**src/rtl/jtninja_frame_trig.sv**
```systemverilog
// Frame counter and capture-window generator for the simulation harness.
// Synchronises vs/dwnld, counts frames after download and drives dump strobes.
module jtninja_frame_trig #(
  parameter logic [31:0] START_FRAME = 32'd0,
  parameter logic [31:0] STOP_FRAME  = 32'd0,
  parameter logic [31:0] MAX_FRAME   = 32'd0,
  parameter bit          LOADROM     = 1'b1,
  parameter int unsigned WDOG_CYCLES = 2000000
) (
  input  logic        clk,
  input  logic        rst_n,
  input  logic        vs,
  input  logic        dwnld,
  output logic [31:0] frame_cnt,
  output logic        frame_edge,
  output logic        dump_en,
  output logic        dump_start,
  output logic        dump_stop,
  output logic        finish,
  output logic        vs_lost
);

  localparam logic [1:0] ST_WAIT_DL  = 2'd0;
  localparam logic [1:0] ST_ARMED    = 2'd1;
  localparam logic [1:0] ST_DUMPING  = 2'd2;
  localparam logic [1:0] ST_DONE     = 2'd3;
  localparam logic [1:0] ST_RESET    = LOADROM ? ST_WAIT_DL : ST_ARMED;

  // A stop frame at or before the start frame means the window never opens.
  localparam bit SKIP_DUMP = (STOP_FRAME != 32'd0) && (STOP_FRAME <= START_FRAME);

  localparam int WD_W = (WDOG_CYCLES < 2) ? 1 : $clog2(WDOG_CYCLES + 1);
  localparam logic [WD_W-1:0] WD_LIMIT = WD_W'(WDOG_CYCLES);

  // [0],[1] are the synchroniser stages, [2] is the previous synchronised value.
  logic [2:0]      vs_sync_q;
  logic [2:0]      dl_sync_q;
  logic [1:0]      state_q, state_d;
  logic [31:0]     frame_cnt_q, frame_cnt_d;
  logic            finish_q, finish_d;
  logic [WD_W-1:0] wd_q, wd_d;
  logic            frame_edge_q, dump_en_q, dump_start_q, dump_stop_q, vs_lost_q;
  logic            vs_fall, dl_rise, dl_fall, counted;

  // NOTE: sequential state uses non-blocking assignments so every flop samples
  // pre-edge values; blocking here would create order-dependent simulation.
  always_ff @(posedge clk or negedge rst_n) begin
    if (!rst_n) begin
      vs_sync_q <= 3'b111;
      dl_sync_q <= 3'b000;
    end else begin
      vs_sync_q <= {vs_sync_q[1:0], vs};
      dl_sync_q <= {dl_sync_q[1:0], dwnld};
    end
  end

  assign vs_fall = vs_sync_q[2] & ~vs_sync_q[1];
  assign dl_rise = ~dl_sync_q[2] & dl_sync_q[1];
  assign dl_fall = dl_sync_q[2] & ~dl_sync_q[1];

  // NOTE: every variable gets a default at the top of always_comb so no path
  // leaves it unassigned, which would otherwise infer a latch.
  always_comb begin
    state_d     = state_q;
    frame_cnt_d = frame_cnt_q;
    finish_d    = finish_q;
    counted     = 1'b0;

    if (dl_rise) begin
      state_d = ST_WAIT_DL;
    end else begin
      if (state_q != ST_WAIT_DL && vs_fall) begin
        counted = 1'b1;
        if (frame_cnt_q != 32'hFFFF_FFFF) frame_cnt_d = frame_cnt_q + 32'd1;
        if (MAX_FRAME != 32'd0 && frame_cnt_d == MAX_FRAME) finish_d = 1'b1;
      end

      case (state_q)
        ST_WAIT_DL: begin
          if (dl_fall) begin
            state_d     = ST_ARMED;
            frame_cnt_d = 32'd0;
          end
        end
        ST_ARMED: begin
          if (START_FRAME == 32'd0) begin
            state_d = ST_DUMPING;
          end else if (counted && frame_cnt_d == START_FRAME) begin
            state_d = SKIP_DUMP ? ST_DONE : ST_DUMPING;
          end
        end
        ST_DUMPING: begin
          if (STOP_FRAME != 32'd0 && counted && frame_cnt_d == STOP_FRAME) state_d = ST_DONE;
        end
        default: ;
      endcase
    end

    if (counted || (state_q == ST_WAIT_DL && state_d == ST_ARMED)) begin
      wd_d = '0;
    end else if (wd_q != '1) begin
      wd_d = wd_q + 1'b1;
    end else begin
      wd_d = wd_q;
    end
  end

  always_ff @(posedge clk or negedge rst_n) begin
    if (!rst_n) begin
      state_q      <= ST_RESET;
      frame_cnt_q  <= 32'd0;
      finish_q     <= 1'b0;
      wd_q         <= '0;
      frame_edge_q <= 1'b0;
      dump_en_q    <= 1'b0;
      dump_start_q <= 1'b0;
      dump_stop_q  <= 1'b0;
      vs_lost_q    <= 1'b0;
    end else begin
      state_q      <= state_d;
      frame_cnt_q  <= frame_cnt_d;
      finish_q     <= finish_d;
      wd_q         <= wd_d;
      frame_edge_q <= counted;
      dump_en_q    <= (state_d == ST_DUMPING);
      dump_start_q <= (state_d == ST_DUMPING) && (state_q != ST_DUMPING);
      dump_stop_q  <= (state_q == ST_DUMPING) && (state_d != ST_DUMPING);
      vs_lost_q    <= (state_d != ST_WAIT_DL) && (wd_d >= WD_LIMIT);
    end
  end

  assign frame_cnt  = frame_cnt_q;
  assign frame_edge = frame_edge_q;
  assign dump_en    = dump_en_q;
  assign dump_start = dump_start_q;
  assign dump_stop  = dump_stop_q;
  assign finish     = finish_q;
  assign vs_lost    = vs_lost_q;

endmodule

```
**config.mk**
```make
export PLATFORM = sky130hd
export DESIGN_NAME = jtninja_frame_trig
export DESIGN_NICKNAME = d
export VERILOG_FILES = /design/src/rtl/jtninja_frame_trig.sv
export SDC_FILE = /design/constraint.sdc
export NUM_CORES = 1
export LEC_CHECK = 0
export BUFFER_PORTS_ARGS = -buffer_cell sky130_fd_sc_hd__buf_2
export CELL_PAD_IN_SITES_DETAIL_PLACEMENT = 1
export CELL_PAD_IN_SITES_GLOBAL_PLACEMENT = 2
export CORE_UTILIZATION = 40
export CTS_BUF_LIST = sky130_fd_sc_hd__clkbuf_8 sky130_fd_sc_hd__clkbuf_16
export CTS_CLUSTER_DIAMETER = 40
export CTS_CLUSTER_SIZE = 12
export DETAILED_ROUTE_END_ITERATION = 7
export GPL_TIMING_DRIVEN = 0
export PLACE_DENSITY = 0.84
export SYNTH_ARGS = -nofsm -noshare
export SYNTH_HDL_FRONTEND = slang
export SYNTH_SLANG_ARGS = --single-unit
```
**constraint.sdc**
```tcl
create_clock -name clk -period 6.4 [get_ports clk]
set_clock_uncertainty 0.2 [all_clocks]
set_input_delay 1.28 -clock clk [delete_from_list [all_inputs] [get_ports clk]]
set_output_delay 1.28 -clock clk [all_outputs]
set_load 0.01 [all_outputs]
```
Word level (Yosys, flattened, before mapping)
Index checks and enable logic that the tools add are counted.
Widths: inputs -> output; s select.
{"block": "totals", "regBits": 66, "elab_cells": 47}
{"block": "classes", "add_sub_neg": 2, "n_lt_le_gt_ge": 1, "n_eq_ne": 8, "mux": 11, "bitwise": 6, "reduce_logical": 9}
{"op": "$mux 32", "count": 4}
{"op": "$mux 21", "count": 2}
{"op": "$add 32x1->32 const B", "count": 1}
{"op": "$ne 32x32->1 const B", "count": 1}
{"op": "$add 21x1->21 const B", "count": 1}
{"op": "$ge 21x21->1 const B", "count": 1}
{"op": "$ne 21x21->1 const B", "count": 1}
{"op": "$logic_and 1x1->1", "count": 5}
{"op": "$eq 2x1->1 const B", "count": 2}
{"op": "$eq 2x2->1 const B", "count": 2}
{"op": "$mux 2", "count": 2}
{"op": "$ne 2x2->1 const B", "count": 2}
{"op": "$pmux 2 s2", "count": 1}
{"op": "$reduce_bool 2->1", "count": 2}
{"op": "$and 1x1->1", "count": 3}
{"op": "$not 1->1", "count": 3}
{"op": "$logic_not 2->1", "count": 1}
{"op": "$mux 1", "count": 2}
{"op": "$logic_or 1x1->1", "count": 1}

Depth between registers and ports, before layout
Gate-level depths: netlist of run 1.
{"block": "logic_depth", "ltp_word": 11, "ltp_mapped": 9}

Least setup slack after synthesis of run 1
Ideal clock, no wire load.
{"block": "synth_timing", "kind": "register to register", "from": "register wd_q[0]", "to": "register vs_lost_q, in the netlist vs_lost", "arrival_time_ps": 1878, "required_ps": 6078, "setup_slack_ps": 4201, "stages_incl_launch_ff": 9, "synth_period_minus_slack_ps": 2199, "path_cell_list": "dfrtp_1 ha_1 buf_2 nand3_2 nor3_4 and4_4 mux2i_1 o31a_1 o2111a_1"}
{"block": "synth_via", "elab_chain_len": 5, "word_cells_on_any_way": 6, "classes_between": "1 x add/sub; 1 x order compare; 1 x eq/ne; 2 x mux; 1 x reduce/logical"}
{"element": "from (decl)", "line_no": "41", "text": "logic [WD_W-1:0] wd_q, wd_d;"}
{"element": "from (signal assigned)", "line_no": "123", "text": "wd_q <= wd_d;"}
{"element": "$add 21x1->21 or $ne 21x21->1 (tied branches)", "line_no": "102, 101"}
{"element": "$mux 21 (*)", "line_no": "101", "text": "end else if (wd_q != '1) begin"}
{"element": "$mux 21 (*)", "line_no": "99", "text": "if (counted || (state_q == ST_WAIT_DL && state_d == ST_ARMED)) begin"}
{"element": "$ge 21x21->1 (*)", "line_no": "128", "text": "vs_lost_q <= (state_d != ST_WAIT_DL) && (wd_d >= WD_LIMIT);"}
{"element": "$logic_and 1x1->1 (*)", "line_no": "128"}
{"element": "to (signal assigned)", "line_no": "128"}
{"element": "to (decl)", "line_no": "42", "text": "logic frame_edge_q, dump_en_q, dump_start_q, dump_stop_q, vs_lost_q;"}
Mark *: on every way between the ends. The rest lies on a longest branch, timed or not.
A chain may end at the register's enable or synchronous reset.

Final worst setup path of run 1
Same ends and word-level chain as after synthesis.

==> metrics.md, run 1 <==
| Metric | Value |
|---|---|
| DRT Pass-1 Iters | `4` |
| Reg2Reg Capture Point | `vs_lost$_DFF_PN0_` |
| Clock buffer depth | `2` |
| First-pass GRT wire length | `13700 um` |
| Clk root buf | `clkbuf_8` |
| Post-Syn Area | `between 0.003 and 0.004 mm2` |
| Die H | `about 95 um` |
| Postcts setup bufs | `0` |
| Reg2reg start | `wd_q[0]$_DFF_PN0_` |
| Vias in the first global route | `around 2.7k` |
| Hold Fails Final Rpt | `0` |
| Rel. slew slack | `42.6%` |
| Routed WL | `8020 um` |
| Top post-synthesis cells by area | `dfrtp_1 46%, xnor2_1 9.2%, nor2_1 5.6%, nand2_1 2.7%, nand3_1 2.6%` |
| Antenna fix cells | `0` |
| Non-Filler Cell Area, Final | `0.00396 mm2` |
| Total CTS buffers | `9` |
| Most common cell in the synthesized netlist | `dfrtp_1` |
| CP max stage delay | `0.40 ns` |
| Cell at the slowest stage of the critical path | `dfrtp_1` |
| Initial drt markers | `69` |
| R2R cell count | `8` |
| Starting Density | `41.6%` |
| Most used DFF post-synth | `dfrtp_1` |
| RSZ-0062 raised after global routing | `no` |
| # H-tree levels | `3` |
| Pin count of the biggest net entering global routing | `between 60 and 70` |
| WHS Endpoint | `dl_sync_q[1]$_DFF_PN0_` |
| Critical path class | `reg2reg` |
| Layout Nets | `402` |
| Gr usage total | `20.0%` |
| Nature of the critical path endpoint | `register` |
| # rows | `33` |
| DRC viols | `0` |
| Pwr Density | `approximately 240 mW/mm2` |
| Crit-path cells | `ha_1 -> buf_2 -> nand3_2 -> nor3_4 -> and2_1 -> o21ai_0 -> a31oi_1 -> o2111a_1` |
| Area growth, synth to finish | `15.4%` |
| Grt ovf | `0` |
| Final-report setup violation count | `0` |
| Drt wl/cell | `15.8 um` |
| Slew Viols, Final | `0` |
| Leading area contributor after synthesis | `dfrtp_1` |
| I/O pin cnt | `42` |
| Yosys cell types | `54` |
| Gpl congestion | `roughly 0.72` |
| TNS Setup | `0 ns` |
| Worst EP arrival | `~2.6 ns` |
| Vias | `2688` |
| Avg Cell Area, Syn | `approximately 10 um2` |
| Crit path time final | `2.52 ns` |
| Synth top cells by count | `63 x dfrtp_1, 51 x nor2_1, 36 x xnor2_1` |
| Hold-fix buffers, CTS | `0` |
| Final worst path period share | `39.4%` |
| Final ANT Viol Nets | `0` |
| FF-to-FF setup slack | `just under 4 ns` |
| Sequential fraction of the synthesis area | `48.2%` |
| Die area | `0.00896 mm2` |
| Mapped Cells | `between 300 and 400` |
| Vias per cell | `5.31` |
| Initial antenna violation count | `0` |
| Post-Layout Cell Count | `506` |
| Clock latency on the worst-skew pair | `0.34 ns` |
| FF+latch count, synth | `66` |
| Max-cap viol count | `0` |
| Leakage power | `1.84 nW` |
| Core ar. | `0.00826 mm2` |
| Status | `completed` |
| Post-CTS Resized | `0` |
| Syn Nets | `roughly 350` |
| CP bufs+invs | `1` |
| Synth top area share | `approximately 46%` |
| Buffers on Ports | `40` |
| FILL cells | `between 900 and 1k` |
| Maximum clock rate | `roughly 400 MHz` |
| Hold Path Depth | `0` |
| Peak supply drop | `0.157 mV` |
| HP Class | `reg2reg` |
| Worst setup SP type | `register` |
| Worst-margin pin slew | `0.861 ns` |
| CP Max Fanout | `9` |
| Clock transition at path regs | `0.08 ns` |
| Clk sinks | `66` |
| Cell Area, Placed | `around 0.0038 mm2` |
| Required @ worst endpoint | `6.48 ns` |
| DIE WIDTH | `roughly 95 um` |
| Synth warn | `0` |
| Worst Hold Launch | `dl_sync_q[0]$_DFF_PN0_` |
| CTS tree | `built` |
| Placed wire-length estimate | `5550 um` |
| Placed instance count | `490` |
| Asr flop ratio synth | `100%` |
| Worst path top cell family by delay | `simple AND/OR/NAND/NOR gates` |
| Share of layout cells above drive strength 1 | `22.4%` |
| Post-synth EDFFs | `0` |
## stage by stage
step	utilization, %	hold slack (ns)	setup WS, ns	total power, W
4_1_cts	48.0	0.158	3.87	0.000975
2_1_floorplan	-	0.131	4.20	0.000570
6_report	48.0	0.155	3.88	0.000963
3_5_place_dp	45.6	0.140	3.89	0.000620
3_3_place_gp	45.6	0.133	3.51	0.000616
5_1_grt	48.0	0.165	3.75	0.00102
## metal layers
layer  up-vias  global-route usage (%)  routed length [um]  part of all wire [%]
met2        37                    29.7                3660                    46
li1       1302                       -                   -                     -
met4         0                    8.21                 137                   1.7
met1      1337                    28.7                4020                    50
met5         -                       0                   0                     0
met3        12                    3.38                 199                   2.5
## flip-flops by register name, summed over array words and instances, names as in the netlist
name and count:
vs_lost 1, vs_sync_q 3, dump_en 1, dump_stop 1
dl_sync_q 3, wd_q 21, state_q 2, frame_cnt 32
dump_start 1, frame_edge 1
## worst register-to-register path, stage by stage, from the launching register on
cell and delay (ns):
dfrtp_1 0.40, ha_1 0.17, buf_2 0.20, nand3_2 0.16, nor3_4 0.35, and2_1 0.34, o21ai_0 0.20, a31oi_1 0.24
o2111a_1 0.20
## cell families after synthesis
family | count (synthesis) | share of synthesized area, %
AND/OR/NAND/NOR | 175 | 28.9
adder cells (fa/ha/maj) | 2 | 0.729
multiplexers | 7 | 2.04
other | 1 | 0.109
flip-flops | 66 | 48.2
AO/OA/AOI/OAI | 34 | 6.63
buffers and inverters | 20 | 3.13
XOR/XNOR | 40 | 10.2
## final cells by class
| class | count | area [um2] | share of cell area [%] |
|---|---|---|---|
| multi-input cells | 259 | 1670 | 42.2 |
| flip-flops and latches | 66 | 1660 | 41.8 |
| repair buffers | 40 | 203 | 5.12 |
| well taps | 105 | 131 | 3.32 |
| clock buffers | 9 | 124 | 3.13 |
| plain buffers | 12 | 77.6 | 1.96 |
| clock inverters | 7 | 71.3 | 1.80 |
| inverters | 8 | 30.0 | 0.758 |
## how the worst max path moves through the flow
stage | startpoint | to | slack (ns) | cells after the start
final | wd_q[0]$_DFF_PN0_ | vs_lost$_DFF_PN0_ | 3.88 | 8
after global routing | wd_q[0]$_DFF_PN0_ | vs_lost$_DFF_PN0_ | 3.75 | 8
after CTS | wd_q[0]$_DFF_PN0_ | vs_lost$_DFF_PN0_ | 3.87 | 8
after detailed placement | wd_q[0]$_DFF_PN0_ | vs_lost$_DFF_PN0_ | 3.89 | 8
after global placement | rst_n | dl_sync_q[0]$_DFF_PN0_ | 3.51 | 1
after floorplan | wd_q[0]$_DFF_PN0_ | vs_lost$_DFF_PN0_ | 4.20 | 8
## where the power goes
part | internal [W] | switching (W) | total (W)
Combinational | 0.0000492 | 0.0000853 | 0.000135
Clock | 0.000179 | 0.000172 | 0.000352
Sequential | 0.000447 | 0.0000301 | 0.000477
## cells in the final DEF (no fill, tap or decap), types with 3 or more instances in the layout
cell type,count
and3_1,10
and4_1,7
dfrtp_1,63
nand2_1,25
and2_1,8
nand3_1,18
a21oi_1,12
and4_4,3
nor3_1,12
buf_4,5
xor2_1,4
nor2_1,51
clkbuf_8,9
mux2i_1,7
or2_2,3
o21ai_0,5
nand4_1,9
nor4_1,4
nand3_2,4
nor3b_1,3
buf_2,41
xnor2_1,36
clkbuf_1,4
a31oi_1,3
inv_1,8
dfstp_2,3
Power figures use the tool's default switching activity.
==> run 2, diff against run 1 <==
Settings changed: ABC_AREA from default to 1, CORE_UTILIZATION 40 to 34, PLACE_DENSITY 0.84 to 0.79.
Clock period 6.4 ns to 2.6 ns, I/O delays scaled along.
==> run 2 against run 1 <==
Synthesized area up 19%; sequential cell count unchanged; combinational power rose to 5.2 times the previous value; global-route usage up 2.5 points.
==> metrics.md, run 2 <==
| Metric | Value |
|---|---|
| Status | `completed` |
| Top post-synthesis cells by area | `dfrtp_1 39%, nand2_1 14%, inv_1 6.7%, nor2_1 6.5%, nand3_1 4.9%` |
| First-pass GRT wire length | `21500 um` |
| Sw frac | `around a third` |
| Clock power frac | `42.3%` |
| R2R cell count | `12` |
| Rel. slew slack | `40.9%` |
| Peak supply drop | `0.303 mV` |
| Most common cell in the synthesized netlist | `nand2_1` |
| Die area | `0.0124 mm2` |
| Most frequent cells in the layout | `156 x nand2_1, 74 x inv_1, 71 x nor2_1` |
| Final ANT Viol Nets | `0` |
| FF+latch count, synth | `66` |
| Share of layout cells above drive strength 1 | `about 16%` |
| Post-Layout Cell Count | `769` |
| Postcts setup bufs | `0` |
| Max FFs per register | `32` |
| Placed instance count | `753` |
| Worst Setup SP | `vs_sync_q[2]$_DFF_PN1_` |
| Yosys cell types | `39` |
| Clock latency on the worst-skew pair | `0.35 ns` |
| FILL cells | `1471` |
| Gpl congestion | `a little over 0.8` |
| Maximum clock rate | `408 MHz` |
| Worst Setup Slack, final | `around 0.15 ns` |
| Leakage power | `2.31 nW` |
| Hold Path Depth | `1` |
| Syn Nets | `576` |
| DIE WIDTH | `roughly 110 um` |
| Buffers on Ports | `40` |
| Gr usage total | `around 22%` |
| Max-cap viol count | `0` |
| Final worst path period share | `between 90% and 100%` |
| Die H | `111 um` |
| Pin count of the biggest net entering global routing | `67` |
| Worst EP arrival | `2.48 ns` |
| # rows | `39` |
| Critical path class | `reg2reg` |
| Synth warn | `0` |
| Crit path time final | `2.45 ns` |
| CP Max Fanout | `10` |
| Sequential fraction of the synthesis area | `about two fifths` |
| Mapped Cells | `570` |
| Most used DFF post-synth | `dfrtp_1` |
| CTS tree | `built` |
| Synth top area share | `38.7%` |
| Commonest non-fill, non-tap cell in the layout | `nand2_1` |
| Asr flop ratio synth | `100%` |
| Clock buffer depth | `2` |
| Reg2Reg Capture Point | `vs_lost$_DFF_PN0_` |
| Placed wire-length estimate | `9750 um` |
| Post-Syn Area | `0.00407 mm2` |
| Vias | `about 3.9k` |
| Hold Fails Final Rpt | `0` |
| Sw power | `0.00111 W` |
| Combinational cell fraction of total power | `20.2%` |
| TNS Setup | `0 ns` |
| Starting Density | `35.2%` |
| DP Worst Slack | `between 0.15 and 0.2 ns` |
| Clock transition at path regs | `0.06 ns` |
| Nature of the critical path endpoint | `register` |
| DRT Pass-1 Iters | `4` |
| Reg2reg start | `vs_sync_q[2]$_DFF_PN1_` |
| Required @ worst endpoint | `about 2.6 ns` |
| Reg power frac | `37.5%` |
| Avg Cell Area, Syn | `7.15 um2` |
| FF-to-FF setup slack | `around 0.15 ns` |
| Int Pwr | `0.00238 W` |
| Final-report setup violation count | `0` |
| I/O pin cnt | `42` |
| Synth top cells by count | `156 x nand2_1, 73 x inv_1, 71 x nor2_1` |
| Core ar. | `about 0.012 mm2` |
| Drt wl/cell | `16.6 um` |
| Grt ovf | `0` |
| Area growth, synth to finish | `18.1%` |
| # H-tree levels | `3` |
| Antenna fix cells | `0` |
| Initial drt markers | `133` |
| HP Class | `in2reg` |
| DRC viols | `0` |
| Vias per cell | `5.05` |
| CP endpoint | `vs_lost$_DFF_PN0_` |
| Finished Core Util | `about two fifths` |
| Leading area contributor after synthesis | `dfrtp_1` |
| Initial antenna violation count | `0` |
| Layout Nets | `627` |
| Vias in the first global route | `4178` |
| Worst setup SP type | `register` |
| RSZ-0062 raised after global routing | `no` |
| Worst-margin pin slew | `roughly 0.89 ns` |
| Routed WL | `12800 um` |
| Total CTS buffers | `9` |
| Pwr Density | `724 mW/mm2` |
| Clk sinks | `66` |
| Clk root buf | `clkbuf_16` |
| Slew Viols, Final | `0` |
| Post-synth EDFFs | `0` |
[run 2: worst min-delay path by stage]
stage / startpoint / endpoint / slack (ns)
final: vs / vs_sync_q[0]$_DFF_PN1_ / 0.07
after global routing: vs / vs_sync_q[0]$_DFF_PN1_ / 0.07
after CTS: vs / vs_sync_q[0]$_DFF_PN1_ / 0.07
after detailed placement: dl_sync_q[0]$_DFF_PN0_ / dl_sync_q[1]$_DFF_PN0_ / 0.14
after global placement: dl_sync_q[0]$_DFF_PN0_ / dl_sync_q[1]$_DFF_PN0_ / 0.14
after floorplan: rst_n / dl_sync_q[0]$_DFF_PN0_ / 0.02
[run 2: metrics by stage]
step | hold slack, ns | area (um2) | total power, W
after CTS | 0.0672 | 4810 | 0.00352
after global placement | 0.136 | 4450 | 0.00201
after global routing | 0.0688 | 4810 | 0.00367
final | 0.0733 | 4810 | 0.00348
after floorplan | 0.0244 | 4070 | 0.00173
after detailed placement | 0.136 | 4450 | 0.00203
[run 2: worst max-delay path, cell delays in order, from the launching register on]
cell	delay, ns
dfstp_2	0.51
inv_1	0.06
nor3_4	0.46
nand2_2	0.18
nand2_1	0.18
inv_2	0.09
buf_6	0.15
nand2_1	0.09
nand3_1	0.09
nand2_1	0.07
nand2_1	0.08
nand3_1	0.10
a21oi_2	0.06
[run 2: power groups by stage]
stage / registers (W) / clock network [W] / logic (W)
floorplan: 0.00132 / 0 / 0.000415
global placement: 0.00132 / 0 / 0.000688
detailed placement: 0.00132 / 0 / 0.000706
CTS: 0.00131 / 0.00151 / 0.000710
global route: 0.00133 / 0.00155 / 0.000793
finish: 0.00131 / 0.00147 / 0.000703
[run 2: what timing repair did]
item | CTS | global route
gates resized for setup | 0 | 1
hold buffers | 0 | 0
endpoints found under the setup margin | 0 | 1
[run 2: area by class of cell]
type / count / area, um2 / area share [%]
Clock inverter: 5 / 101 / 2.11
Multi-Input combinational cell: 409 / 2040 / 42.3
Buffer: 14 / 78.8 / 1.64
Sequential cell: 66 / 1660 / 34.4
Timing Repair Buffer: 40 / 203 / 4.21
Inverter: 81 / 304 / 6.32
Tap cell: 143 / 179 / 3.72
Clock buffer: 11 / 253 / 5.25
[run 2: cells by family (layout without fill, tap and decap cells)]
kind of cell	after synthesis	in the layout	share of synthesized area, %
AOI/OAI and AO/OA	59	59	8.73
other	1	1	0.0921
xor gates and xnor gates	17	17	3.66
buffers and inverters	95	151	9.40
and+or+nand+nor	330	330	36.9
adders and majority gates	2	2	0.614
DFF	66	66	40.6
[run 2: layer usage]
layer  vias up  share of wire [%]  global-route usage, %
met3        17                2.2                   2.83
met4         0                1.7                   9.28
li1       1927                  -                      -
met1      1897                 45                   27.7
met5         -                  0                      0
met2        41                 51                   39.5
